<file path="src/rtl/song_note_sequencer_if.sv">
// Bus between the note sequencer, the song ROM and the game controller.
//   start_in          1-cycle start request (controller -> sequencer)
//   song_sel_in       song number, sampled with an accepted start
//   player_note_in    player note, 0 = none
//   rom_addr_out      {song, index} to the song ROM
//   rom_data_in       ROM note: 0 = rest, 7'h7F = end marker, else pitch
//   current_notes_out 5-note window, [34:28] is the note playing now
//   score_out         hits in the current/last song (saturating)
//   beat_out          1-cycle pulse per beat boundary
//   busy_out          song in progress
//   done_out          1-cycle pulse when the song finishes
interface song_note_sequencer_if #(
  parameter int unsigned IDX_W   = 8,
  parameter int unsigned SCORE_W = 12
);
  logic               start_in;
  logic [1:0]         song_sel_in;
  logic [6:0]         player_note_in;
  logic [IDX_W+1:0]   rom_addr_out;
  logic [6:0]         rom_data_in;
  logic [34:0]        current_notes_out;
  logic [SCORE_W-1:0] score_out;
  logic               beat_out;
  logic               busy_out;
  logic               done_out;

  modport slave (
    input  start_in, song_sel_in, player_note_in, rom_data_in,
    output rom_addr_out, current_notes_out, score_out, beat_out, busy_out, done_out
  );

  modport master (
    output start_in, song_sel_in, player_note_in, rom_data_in,
    input  rom_addr_out, current_notes_out, score_out, beat_out, busy_out, done_out
  );
endinterface

</file>
<file path="src/rtl/song_note_sequencer.sv">
// Song note sequencer: fetches notes of the selected song from the song ROM
// into a 5-note look-ahead window plus a one-note prefetch register, shifts
// the window once per beat and scores player hits against the head note.
// Ports:
//   clk_in  system clock
//   rst_in  synchronous active-high reset
//   bus     song_note_sequencer_if.slave (start/select/player in, ROM port,
//           window, score, beat/busy/done status out)
module song_note_sequencer #(
  parameter int unsigned BEAT_CYCLES = 25_000_000,
  parameter int unsigned ROM_LATENCY = 2,
  parameter int unsigned IDX_W       = 8,
  parameter int unsigned SCORE_W     = 12
) (
  input  logic clk_in,
  input  logic rst_in,
  song_note_sequencer_if.slave bus
);

  localparam int unsigned BEAT_W = (BEAT_CYCLES > 1) ? $clog2(BEAT_CYCLES) : 1;
  localparam int unsigned LAT_W  = $clog2(ROM_LATENCY + 1);
  localparam logic [6:0]  MARKER = 7'h7F;

  typedef enum logic [1:0] {IDLE, PRELOAD, PLAY, DONE} state_t;

  state_t             state;
  logic [1:0]         song;
  logic [IDX_W-1:0]   idx;
  logic [4:0]         vmask;
  logic [6:0]         prefetch;
  logic               pvalid;
  logic               ended;
  logic               fetching;
  logic               fetch_req;
  logic [LAT_W-1:0]   wait_cnt;
  logic [2:0]         loaded;
  logic [BEAT_W-1:0]  beat_cnt;
  logic               hit;

  logic [6:0] head;
  logic       hit_now;
  logic       tick;
  logic       is_marker;
  logic [4:0] vmask_next;

  always_comb begin
    head       = bus.current_notes_out[34:28];
    hit_now    = vmask[4] && (head != '0) && (bus.player_note_in == head);
    tick       = (state == PLAY) && (beat_cnt == BEAT_W'(BEAT_CYCLES - 1));
    is_marker  = (bus.rom_data_in == MARKER);
    vmask_next = {vmask[3:0], pvalid};
  end

  always_ff @(posedge clk_in) begin
    if (rst_in) begin
      state                 <= IDLE;
      song                  <= '0;
      idx                   <= '0;
      vmask                 <= '0;
      prefetch              <= '0;
      pvalid                <= 1'b0;
      ended                 <= 1'b0;
      fetching              <= 1'b0;
      fetch_req             <= 1'b0;
      wait_cnt              <= '0;
      loaded                <= '0;
      beat_cnt              <= '0;
      hit                   <= 1'b0;
      bus.rom_addr_out      <= '0;
      bus.current_notes_out <= '0;
      bus.score_out         <= '0;
      bus.beat_out          <= 1'b0;
      bus.busy_out          <= 1'b0;
      bus.done_out          <= 1'b0;
    end else begin
      bus.beat_out <= 1'b0;
      bus.done_out <= 1'b0;
      case (state)
        IDLE: begin
          if (bus.start_in) begin
            song                  <= bus.song_sel_in;
            idx                   <= '0;
            vmask                 <= '0;
            prefetch              <= '0;
            pvalid                <= 1'b0;
            ended                 <= 1'b0;
            fetching              <= 1'b0;
            fetch_req             <= 1'b0;
            loaded                <= '0;
            hit                   <= 1'b0;
            bus.current_notes_out <= '0;
            bus.score_out         <= '0;
            bus.busy_out          <= 1'b1;
            state                 <= PRELOAD;
          end
        end

        // Window and prefetch form one 6-deep shift chain: every loaded note
        // enters the prefetch slot and pushes the chain up by one, so after
        // six loads the first note sits at the head.
        PRELOAD: begin
          if (fetching) begin
            if (wait_cnt != '0) begin
              wait_cnt <= wait_cnt - LAT_W'(1);
            end else begin
              fetching              <= 1'b0;
              loaded                <= loaded + 3'd1;
              bus.current_notes_out <= {bus.current_notes_out[27:0], prefetch};
              vmask                 <= vmask_next;
              if (is_marker) begin
                prefetch <= '0;
                pvalid   <= 1'b0;
                ended    <= 1'b1;
              end else begin
                prefetch <= bus.rom_data_in;
                pvalid   <= 1'b1;
                if (idx == '1) ended <= 1'b1;
                else           idx   <= idx + IDX_W'(1);
              end
              if (loaded == 3'd5) begin
                state    <= PLAY;
                beat_cnt <= '0;
              end
              if (is_marker && idx == '0) begin
                state        <= DONE;
                bus.done_out <= 1'b1;
                bus.busy_out <= 1'b0;
              end
            end
          end else if (ended) begin
            // Song ended early: pad the rest of the chain with invalid rests.
            loaded                <= loaded + 3'd1;
            bus.current_notes_out <= {bus.current_notes_out[27:0], prefetch};
            vmask                 <= vmask_next;
            prefetch              <= '0;
            pvalid                <= 1'b0;
            if (loaded == 3'd5) begin
              state    <= PLAY;
              beat_cnt <= '0;
            end
          end else begin
            bus.rom_addr_out <= {song, idx};
            fetching         <= 1'b1;
            wait_cnt         <= LAT_W'(ROM_LATENCY);
          end
        end

        PLAY: begin
          beat_cnt <= tick ? '0 : beat_cnt + BEAT_W'(1);
          if (hit_now) hit <= 1'b1;

          if (fetch_req) begin
            fetch_req        <= 1'b0;
            bus.rom_addr_out <= {song, idx};
            fetching         <= 1'b1;
            wait_cnt         <= LAT_W'(ROM_LATENCY);
          end else if (fetching) begin
            if (wait_cnt != '0) begin
              wait_cnt <= wait_cnt - LAT_W'(1);
            end else begin
              fetching <= 1'b0;
              if (is_marker) begin
                prefetch <= '0;
                pvalid   <= 1'b0;
                ended    <= 1'b1;
              end else begin
                prefetch <= bus.rom_data_in;
                pvalid   <= 1'b1;
                if (idx == '1) ended <= 1'b1;
                else           idx   <= idx + IDX_W'(1);
              end
            end
          end

          // The tick cycle's own match still counts for the ending beat.
          if (tick) begin
            bus.beat_out <= 1'b1;
            if ((hit || hit_now) && bus.score_out != '1)
              bus.score_out <= bus.score_out + SCORE_W'(1);
            hit                   <= 1'b0;
            bus.current_notes_out <= {bus.current_notes_out[27:0], prefetch};
            vmask                 <= vmask_next;
            prefetch              <= '0;
            pvalid                <= 1'b0;
            if (!ended) fetch_req <= 1'b1;
            if (vmask_next == '0) begin
              state        <= DONE;
              bus.done_out <= 1'b1;
              bus.busy_out <= 1'b0;
            end
          end
        end

        DONE: state <= IDLE;

        default: state <= IDLE;
      endcase
    end
  end

endmodule

</file>
<file path="src/flat_wrapper.sv">
// flat-port wrapper written by rule: the top's interface ports become plain ports
module song_note_sequencer_flat 
#(
  parameter int unsigned BEAT_CYCLES = 25_000_000,
  parameter int unsigned ROM_LATENCY = 2,
  parameter int unsigned IDX_W       = 8,
  parameter int unsigned SCORE_W     = 12
)
  (clk_in, rst_in, bus_start_in, bus_song_sel_in, bus_player_note_in, bus_rom_data_in, bus_rom_addr_out, bus_current_notes_out, bus_score_out, bus_beat_out, bus_busy_out, bus_done_out);
  song_note_sequencer_if #(.IDX_W(IDX_W), .SCORE_W(SCORE_W)) bus_i ();
  input  logic clk_in;
  input  logic rst_in;
  input wire logic [$bits(bus_i.start_in)-1:0] bus_start_in;
  input wire logic [$bits(bus_i.song_sel_in)-1:0] bus_song_sel_in;
  input wire logic [$bits(bus_i.player_note_in)-1:0] bus_player_note_in;
  input wire logic [$bits(bus_i.rom_data_in)-1:0] bus_rom_data_in;
  output wire logic [$bits(bus_i.rom_addr_out)-1:0] bus_rom_addr_out;
  output wire logic [$bits(bus_i.current_notes_out)-1:0] bus_current_notes_out;
  output wire logic [$bits(bus_i.score_out)-1:0] bus_score_out;
  output wire logic [$bits(bus_i.beat_out)-1:0] bus_beat_out;
  output wire logic [$bits(bus_i.busy_out)-1:0] bus_busy_out;
  output wire logic [$bits(bus_i.done_out)-1:0] bus_done_out;
  assign bus_i.start_in = bus_start_in;
  assign bus_i.song_sel_in = bus_song_sel_in;
  assign bus_i.player_note_in = bus_player_note_in;
  assign bus_i.rom_data_in = bus_rom_data_in;
  assign bus_rom_addr_out = bus_i.rom_addr_out;
  assign bus_current_notes_out = bus_i.current_notes_out;
  assign bus_score_out = bus_i.score_out;
  assign bus_beat_out = bus_i.beat_out;
  assign bus_busy_out = bus_i.busy_out;
  assign bus_done_out = bus_i.done_out;
  song_note_sequencer #(.BEAT_CYCLES(BEAT_CYCLES), .ROM_LATENCY(ROM_LATENCY), .IDX_W(IDX_W), .SCORE_W(SCORE_W)) u_core (.clk_in(clk_in), .rst_in(rst_in), .bus(bus_i));
endmodule
</file>
<file path="config.mk">
export PLATFORM = sky130hd
export DESIGN_NAME = song_note_sequencer_flat
export DESIGN_NICKNAME = d
export VERILOG_FILES = /design/src/rtl/song_note_sequencer_if.sv /design/src/rtl/song_note_sequencer.sv /design/src/flat_wrapper.sv
export SDC_FILE = /design/constraint.sdc
export NUM_CORES = 1
export LEC_CHECK = 0
export ABC_AREA = 1
export ABC_CLOCK_PERIOD_IN_PS = 2000
export CORE_MARGIN = 8
export CORE_UTILIZATION = 50
export CTS_BUF_LIST = sky130_fd_sc_hd__clkbuf_8 sky130_fd_sc_hd__clkbuf_16
export CTS_CLUSTER_SIZE = 14
export DETAILED_ROUTE_END_ITERATION = 10
export GPL_TIMING_DRIVEN = 1
export MAX_ROUTING_LAYER = met4
export PLACE_DENSITY = 0.74
export RECOVER_POWER = 25
export REMOVE_ABC_BUFFERS = 1
export SLEW_MARGIN = 20
export SYNTH_ARGS = -nofsm -noshare
export SYNTH_HDL_FRONTEND = slang
export SYNTH_SLANG_ARGS = --single-unit
</file>
<file path="constraint.sdc">
create_clock -name clk_in -period 2 [get_ports clk_in]
set_clock_uncertainty 0.15 [all_clocks]
set_input_delay 0.3 -clock clk_in [delete_from_list [all_inputs] [get_ports clk_in]]
set_output_delay 0.3 -clock clk_in [all_outputs]
set_load 0.05 [all_outputs]
</file>
==> results.txt, run 1 <==
Clock latency on the worst-skew pair: 0.42 ns. The area share of the leading cell type in the synthesized netlist was 38.7%. The routed layout has 6792 vias. After synthesis, the most frequently instantiated cells are nand2_1 (208), nor2_1 (132), dfxtp_1 (119). In this run the standard cell core region covers 12000 um2. The mapped netlist covers 6150 um2. The die span in x works out to 127 um. The wire length of the first global-routing pass was 29.1 mm.

The flow ran to the end, but the final reports show violations. met2 is the most crowded layer. A synthesized cell averages 6.96 um2. After synthesis, the cell types taking the most area are dfxtp_1 (39%), nand2_1 (13%), nor2_1 (8.1%). In this run, post-CTS hold repair placed 0 buffers. The logs give 0.783 mV for the peak supply drop and 12.0 mm for the HPWL after detailed placement.

The number of synthesized register bits is 119. Endpoint kind of the worst setup timing path: a flip-flop. Classification of the worst setup path: reg -> reg.

Summed over all nets, the switching power comes to 3.41 mW. The first-pass iteration count of the detailed router came out at 6. For the worst setup path, the data required time is 2.16 ns. The number of violations of the max-capacitance limit came out at 0. Measured against its own limit, the worst slew margin works out to 55.7%. The share of total power dissipated in sequential elements is 31.4%. The final routed wirelength across all metal layers came out at 20.0 mm. The floorplan step defined a die boundary enclosing 16100 um2. The weighted congestion reported at the end of routability-driven placement was 0.944; the proportion of synthesized flip-flops having asynchronous set or reset was 0%. TritonCTS built the clock tree.

Global routing consumed, over all layers together, 22.7% of the routing resources. The checks that failed: negative setup slack. The analysis attributes to cell leakage a power of 3.83 nW. The initialized floorplan defines 40 standard-cell rows. For this design the top-level I/O count stands at 79.

The root cell of the clock tree was clkbuf_16. The logs give 0 for the number of remaining DRC errors and 0 for the number of warnings reported in the yosys synthesis log. For the portion of total power attributed to the clock network, the log shows 33.9%.

dfxtp_1 takes more of the synthesized area than any other cell. For the worst setup path, the data arrival time is 2.26 ns. The met3 usage is 6.24%. The transition time at the pin with the least slew margin works out to 0.667 ns.

Among all flip-flop cells after synthesis, the most frequent one is dfxtp_1. The share of the cycle needed by the critical path after routing is 105%, and the final setup violation count is 66. The most frequently used cell type in the post-synthesis netlist is nand2_1. The type of the worst min-delay path was reg -> reg. Summing all placed instances gives a cell area of 7630 um2.

The number of hold violations in the final report is 0, and the post-route setup TNS is -1.93 ns. The logs give 27.4% for the routing usage on met1 and 17 for the number of buffers created by CTS. The internal power of the cells totals 5.86 mW. The synthesized design contains 0 enable-type register cells. Kind of launch point of the worst setup path: a flip-flop. The via count of the first global-routing pass came out at 6041. Cells with a size suffix above 1 make up 31.5% of the layout. Overall overflow remaining after global route: 0. The count of inserted antenna diode cells was 0; the register area share after synthesis was 38.7%. The max-slew violation total from the final report is 0. Of the total power, the share spent switching nets is 36.8%. The tools report the achievable clock frequency as 474 MHz. The total number of nets in the final design was 1101; the worst-path maximum fanout was 5. Total number of H-tree levels: 4. The via density per instance is 5.52.

The detailed router finished its first iteration with 812 violations. Entering global routing, the biggest net connects 33 pins. The proportion of power drawn by combinational gates was 34.7%; the effective utilization at floorplan was 51.2%.

The logs give 0 for the post-detailed-route count of antenna-violating nets and 0 for the initial antenna violation count. The slack of the critical path is -0.108 ns, and the count of input and output buffers is 78. Setup repair after global routing could not meet its margin everywhere.

In the global route stage, met2 resource usage came out at 35.4%. The area growth from synthesis to layout is 48.1%. Dividing the detail-routed wire length by the instance count gives 16.3 um. The overall die height is 127 um, and the cell area after layout is 9110 um2. For the buffer depth of the longest clock path, the log shows 2. The cell count after synthesis came out at 884. Clock-pin slew was measured on the worst setup and hold paths at 0.05 ns. After layout, the minimum clock period comes to 2.11 ns. The distinct cell type count of the synthesized netlist was 44. The logs give 119 for the clock net sink count and 9.27 mW for the total power. In this run the power density over the cells is 1020 nW/um2.
==> per-layer routing <==
metal | wire (um) | vias up
met2 | 9650 | 331
met3 | 1500 | 57
li1 | - | 3287
met5 | 0 | -
met1 | 8340 | 3117
met4 | 554 | 0
==> layout make-up <==
type                    instances  area, um2
clock buffers                  19        453
clock inverters                12        151
fillers                       837       2900
inverters                      86        345
multi-input cells             649       3810
flip-flops and latches        119       2400
well taps                     147        184
repair buffers                199       1770
==> critical path, stage by stage (launching register included) <==
cell and delay [ns]:
dfxtp_2 0.33, ha_2 0.17, inv_2 0.05, nor2_4 0.09, nand2_2 0.09, nor3_4 0.18, nand2_2 0.12, nand2_4 0.16
buf_4 0.13, buf_4 0.11, nand2_1 0.06, nor2_2 0.15, nand2_1 0.08, nand2_1 0.07, nor2_1 0.06
==> final timing paths <==
kind / start / to / slack, ns / cells after the start
worst max register to register: u_core.beat_cnt[0]$_SDFFE_PP0P_ / u_core.bus.busy_out$_SDFFE_PP0P_ / -0.11 / 14
worst max-delay path: u_core.beat_cnt[0]$_SDFFE_PP0P_ / u_core.bus.busy_out$_SDFFE_PP0P_ / -0.11 / 14
worst min-delay path: u_core.bus.rom_addr_out[9]$_SDFFE_PP0P_ / u_core.bus.rom_addr_out[9]$_SDFFE_PP0P_ / 0.33 / 2
worst min register to register: u_core.bus.rom_addr_out[9]$_SDFFE_PP0P_ / u_core.bus.rom_addr_out[9]$_SDFFE_PP0P_ / 0.33 / 2
==> per-stage QoR <==
step / cells / utilization (%) / hold WS (ns) / setup slack, ns
6_report: 1231 / 75.9 / 0.334 / -0.108
5_1_grt: 1231 / 75.9 / 0.359 / -0.165
4_1_cts: 1218 / 71.1 / 0.328 / -0.0941
3_5_place_dp: 1171 / 63.5 / 0.312 / -0.176
3_3_place_gp: 1171 / 63.5 / 0.304 / -0.145
2_1_floorplan: 854 / - / 0.212 / -0.827
==> state kept, by name, indices dropped and copies added (netlist names), named ones only <==
name	cells
u_core.prefetch	7
u_core.loaded	3
u_core.hit	1
u_core.bus.beat_out	1
u_core.bus.done_out	1
u_core.wait_cnt	2
u_core.pvalid	1
u_core.state	1
u_core.bus.current_notes_out	35
u_core.ended	1
u_core.song	2
u_core.bus.score_out	12
u_core.fetch_req	1
u_core.vmask	5
u_core.bus.rom_addr_out	10
u_core.idx	8
u_core.bus.busy_out	1
u_core.fetching	1
u_core.beat_cnt	25
==> power groups by stage <==
stage	clock network, mW	registers [mW]	logic [mW]
2_1_floorplan	0	3.58	0.967
4_1_cts	3.14	2.86	2.81
5_1_grt	3.26	2.95	3.41
6_report	3.14	2.91	3.21
3_3_place_gp	0	2.90	2.65
3_5_place_dp	0	2.91	2.68
==> cells in the final DEF, fill, tap and decap left out, types with 12 or more instances in the layout <==
master           instances
a21oi_1                 52
a21oi_2                 40
buf_4                  111
buf_6                   15
clkbuf_16               20
clkdlybuf4s50_1         18
dfxtp_1                112
dlygate4sd2_1           37
inv_1                   70
nand2_1                190
nand2_2                 15
nand3_1                 43
nand3_2                 13
nand4_1                 16
nor2_1                 108
nor2_2                  15
nor2_4                  14
nor3_1                  19
o21ai_0                 24
xor2_1                  12
==> cells by family (layout without fill, tap and decap cells) <==
kind of cell | Yosys count | count (layout) | synth area share (%)
XOR/XNOR | 12 | 12 | 1.71
flip-flops | 119 | 119 | 38.7
AND/OR/NAND/NOR | 468 | 468 | 33.3
AO/OA/AOI/OAI | 159 | 159 | 15.7
buffers and inverters | 116 | 316 | 8.54
adder cells (fa/ha/maj) | 10 | 10 | 2.03
==> what timing repair did <==
item                       CTS  global route
setup endpoints to repair  124           113
pin swaps                   17            35
resized for setup           89           138
cloned                       3             4
setup buffers               13            12
No activity file was read; power rests on OpenSTA's default activity.
==> inputs of run 2 (changes only) <==
--- a/config.mk
+++ b/config.mk
@@ -17,6 +17,7 @@
 export PLACE_DENSITY = 0.74
 export RECOVER_POWER = 25
 export REMOVE_ABC_BUFFERS = 1
+export SETUP_SLACK_MARGIN = 0.3
 export SLEW_MARGIN = 20
 export SYNTH_ARGS = -nofsm -noshare
 export SYNTH_HDL_FRONTEND = slang
==> run 2 against run 1 <==
  * The flow still finishes with violations (negative setup slack)
  * Clock power is 2% higher
  * First-iteration DRC count increased by 45%
  * Die area unchanged
  * Cell count up 1.4%
  * Fmax decreased by 2.7%
  * Core utilization rose by 3.7 points
  * Critical endpoint is now u_core.bus.score_out[0]$_SDFFE_PP0P_
  * Largest power group unchanged
==> results.txt, run 2 (synthesis gave the netlist of run 1 again) <==
The run gives 16100 um2 (unchanged) as the die area. The worst-path maximum fanout was 17 (+12); the via density per instance was 5.94 (+7.7%). The total number of nets in the final design is 1118 (+1.5%).

For the count of fill cells added during filler insertion, the log shows 706 (-16%). The logs give 33 (unchanged) for the largest net degree at the start of global routing and 3.79 nW (-0.97%) for the standby leakage power. The cell area power density came out at 999 nW/um2 (-1.7%). In the final layout, the registers with the most flip-flops are u_core.bus.current_notes_out (35), u_core.beat_cnt (25), u_core.bus.score_out (12). Portion of total power attributed to the clock network: 33.4% (-0.5 points). The register with the most flip-flops was u_core.bus.current_notes_out.

The logs give 0 (unchanged) for the overall overflow remaining after global route and 119 (unchanged) for the clock net sink count. The share of the cycle needed by the critical path after routing works out to 108% (+2.9 points). The worst setup path is captured at a flip-flop. The tools report the achievable clock frequency as 462 MHz (-2.7%).

Via count of the first global-routing pass: 6573 (+8.8%). The run gives -0.176 ns (unchanged) as the worst setup slack before clock tree synthesis. The clock period minus worst slack is 2.17 ns (+0.0583 ns), and the share of post-route cells with drive strength above 1 is 38.1% (+6.7 points). The number of buffers created by CTS was 17 (unchanged).

The multi-input logic area is 4040 um2 (+5.8%), and the overall die height is 127 um (unchanged). For the storage element area, the log shows 2400 um2 (about the same). The tools report the worst min-delay path startpoint as u_core.prefetch[1]$_SDFFE_PP0P_.

The tools report the clock latency on the worst-skew pair as 0.43 ns (about the same). Leaving out fill and tap cells, the most frequent cells in the layout are nand2_1 (190), dfxtp_1 (111), nor2_1 (99). Setup repair after global routing could not meet its margin everywhere. The number of hold violations in the final report was 0 (unchanged); the setup slack on the worst flop-to-flop path was -0.17 ns (-0.06 ns). The per-cell routed wire length works out to 19.0 um (+17%). The number of stages on the worst hold path is 2 (unchanged). The critical path is of the reg -> reg type. The number of remaining DRC errors is 0 (unchanged).

The critical path data required time was 2.17 ns (about the same). The worst hold-check slack is 0.331 ns (-0.00333 ns), and the peak supply drop is 0.809 mV (+3.4%). The transition time at the pin with the least slew margin was 0.667 ns (-0.000569 ns). The run gives 40 (unchanged) as the cell row count. The count of vias placed by the detailed router is 7416 (+9.2%). TritonCTS built the clock tree.

The max-slew violation total from the final report came out at 0 (unchanged). Reg-to-reg startpoint: u_core.beat_cnt[18]$_SDFFE_PP0P_. The number of buffers inserted by hold repair at cts is 0 (unchanged). The initial antenna violation count is 0 (unchanged), and the relative area change from synthesis to final layout is 55.3%. The path with the worst hold slack has its endpoint at u_core.bus.current_notes_out[1]$_SDFFE_PP0P_. The proportion of power drawn by combinational gates was 35.9% (+1.2 points); the core box area was 12000 um2 (unchanged).

The final reports fail on negative setup slack. The number of violations of the max-capacitance limit was 0 (unchanged). The most common cell after layout, fill and taps aside is nand2_1.

The CTS clock-pin slew for the worst setup and hold paths was 0.07 ns (+0.02 ns). The wire length of the first global-routing pass came out at 32.1 mm (+10%). The run gives 4 (unchanged) as the total number of H-tree levels. The endpoint identified for the worst register-to-register timing path is u_core.bus.score_out[0]$_SDFFE_PP0P_.

The final routed wirelength across all metal layers was 23.7 mm (+18%). The weighted congestion reported at the end of routability-driven placement is 0.944 (unchanged). The die span in x was 127 um (unchanged).

The HPWL after detailed placement was 12.0 mm (unchanged). The worst-case headroom to the max-slew limit is 55.7% (about the same). The worst setup path is launched from a flip-flop. The switching power is 3.60 mW (+5.5%). The count of inserted antenna diode cells was 0 (unchanged); the count of input and output buffers was 78 (unchanged).

Type of the worst min-delay path: reg -> reg. The total global-route track usage is 25.3% (+2.6 points). The post-detailed-route count of antenna-violating nets was 0 (unchanged); the number of flip-flops under the largest register name was 35 (unchanged). The final setup violation count is 85 (+29%), and the slack of the critical path is -0.166 ns (-0.0583 ns).

The tree is rooted in a clkbuf_16. The number of DRC markers after the initial detailed-route iteration is 1175 (+45%), and the effective utilization at floorplan is 51.2% (unchanged). The logs give 30.6% (-0.8 points) for the sequential cell fraction of total power and 2.34 ns (+0.08 ns) for the data arrival time of the worst path.

The cell count of the worst reg-to-reg path was 12 (-2). The number of top-level design ports was 79 (unchanged); the first-pass iteration count of the detailed router was 8 (+2). The buffer depth of the longest clock path is 2 (unchanged), and the net switching share of the total power is 37.7% (+0.88 points).

Cell-internal power: 5.95 mW (+1.6%). The flow ran to the end, but the final reports show violations.
[run 2: cell count changes in the layout (fill, tap and decap cells not counted), moves of 4 or more]
cell / previous run / this run
dlygate4sd2_1: 37 / 0
clkdlybuf4s15_2: 0 / 31
buf_6: 15 / 41
buf_4: 111 / 91
clkbuf_1: 7 / 20
nor2_1: 108 / 99
inv_1: 70 / 64
nor2_4: 14 / 20
nor3_1: 19 / 13
o21ai_0: 24 / 18
nor3_2: 4 / 8
[run 2: cell type report]
type / instances / area share, %
Sequential cell: 119 / 25.1
Clock inverter: 12 / 1.58
Timing Repair Buffer: 216 / 20.6
Clock buffer: 19 / 4.74
Inverter: 86 / 3.81
Tap cell: 147 / 1.92
Multi-Input combinational cell: 649 / 42.2
[run 2: worst max-delay path, stage by stage, from the launching register on]
cell	delay, ns
dfxtp_1	0.43
nand2_2	0.10
clkinv_1	0.10
nand2_2	0.07
nor3_2	0.22
nand2_2	0.15
nand2_8	0.15
inv_8	0.07
nor2_8	0.15
buf_12	0.17
nand3_2	0.11
nand2_1	0.12
nor2_1	0.06
[run 2: what timing repair did]
action | 4_1_cts | 5_1_grt
gates cloned | 3 | 0
setup buffers | 32 | 11
pin swaps | 42 | 27
resized for setup | 313 | 90
setup endpoints to repair | 153 | 121
[run 2: per-layer routing]
metal | global-route usage, % | wire length [um] | up-vias
met4 | 11.5 | 1340 | 0
li1 | - | - | 3322
met3 | 6.41 | 2210 | 158
met2 | 41.7 | 11300 | 566
met5 | - | 0 | -
met1 | 28.3 | 8830 | 3370
[run 2: how the worst max path moves through the flow]
| stage | slack (ns) | endpoint | cells past startpoint | from |
|---|---|---|---|---|
| after floorplan | -0.83 | u_core.bus.current_notes_out[10]$_SDFFE_PP0P_ | 6 | u_core.state[0]$_SDFFE_PP0P_ |
| after global placement | -0.15 | u_core.idx[3]$_SDFFE_PP0P_ | 9 | bus_rom_data_in[6] |
| after detailed placement | -0.18 | u_core.idx[6]$_SDFFE_PP0P_ | 9 | bus_rom_data_in[6] |
| after CTS | -0.03 | u_core.vmask[0]$_SDFFE_PP0P_ | 12 | u_core.beat_cnt[0]$_SDFFE_PP0P_ |
| after global routing | -0.24 | u_core.bus.score_out[0]$_SDFFE_PP0P_ | 13 | u_core.beat_cnt[0]$_SDFFE_PP0P_ |
| final | -0.17 | u_core.bus.score_out[0]$_SDFFE_PP0P_ | 12 | u_core.beat_cnt[18]$_SDFFE_PP0P_ |
[run 2: through the flow]
step / std cells / util [%] / power, mW / area [um2] / TNS, ns
6_report: 1248 / 79.6 / 9.55 / 9560 / -3.71
5_1_grt: 1248 / 79.6 / 9.86 / 9560 / -11.23
4_1_cts: 1237 / 77.1 / 9.19 / 9270 / -0.585
2_1_floorplan: 854 / - / 4.55 / 5960 / -38.94
3_3_place_gp: 1171 / 63.5 / 5.55 / 7630 / -4.53
3_5_place_dp: 1171 / 63.5 / 5.59 / 7630 / -5.11
[run 2: power groups by stage]
stage          logic, mW  registers, mW  clock network [mW]
2_1_floorplan      0.967           3.58                   0
3_3_place_gp        2.65           2.90                   0
3_5_place_dp        2.68           2.91                   0
4_1_cts             3.16           2.89                3.14
5_1_grt             3.60           2.95                3.31
6_report            3.43           2.93                3.19
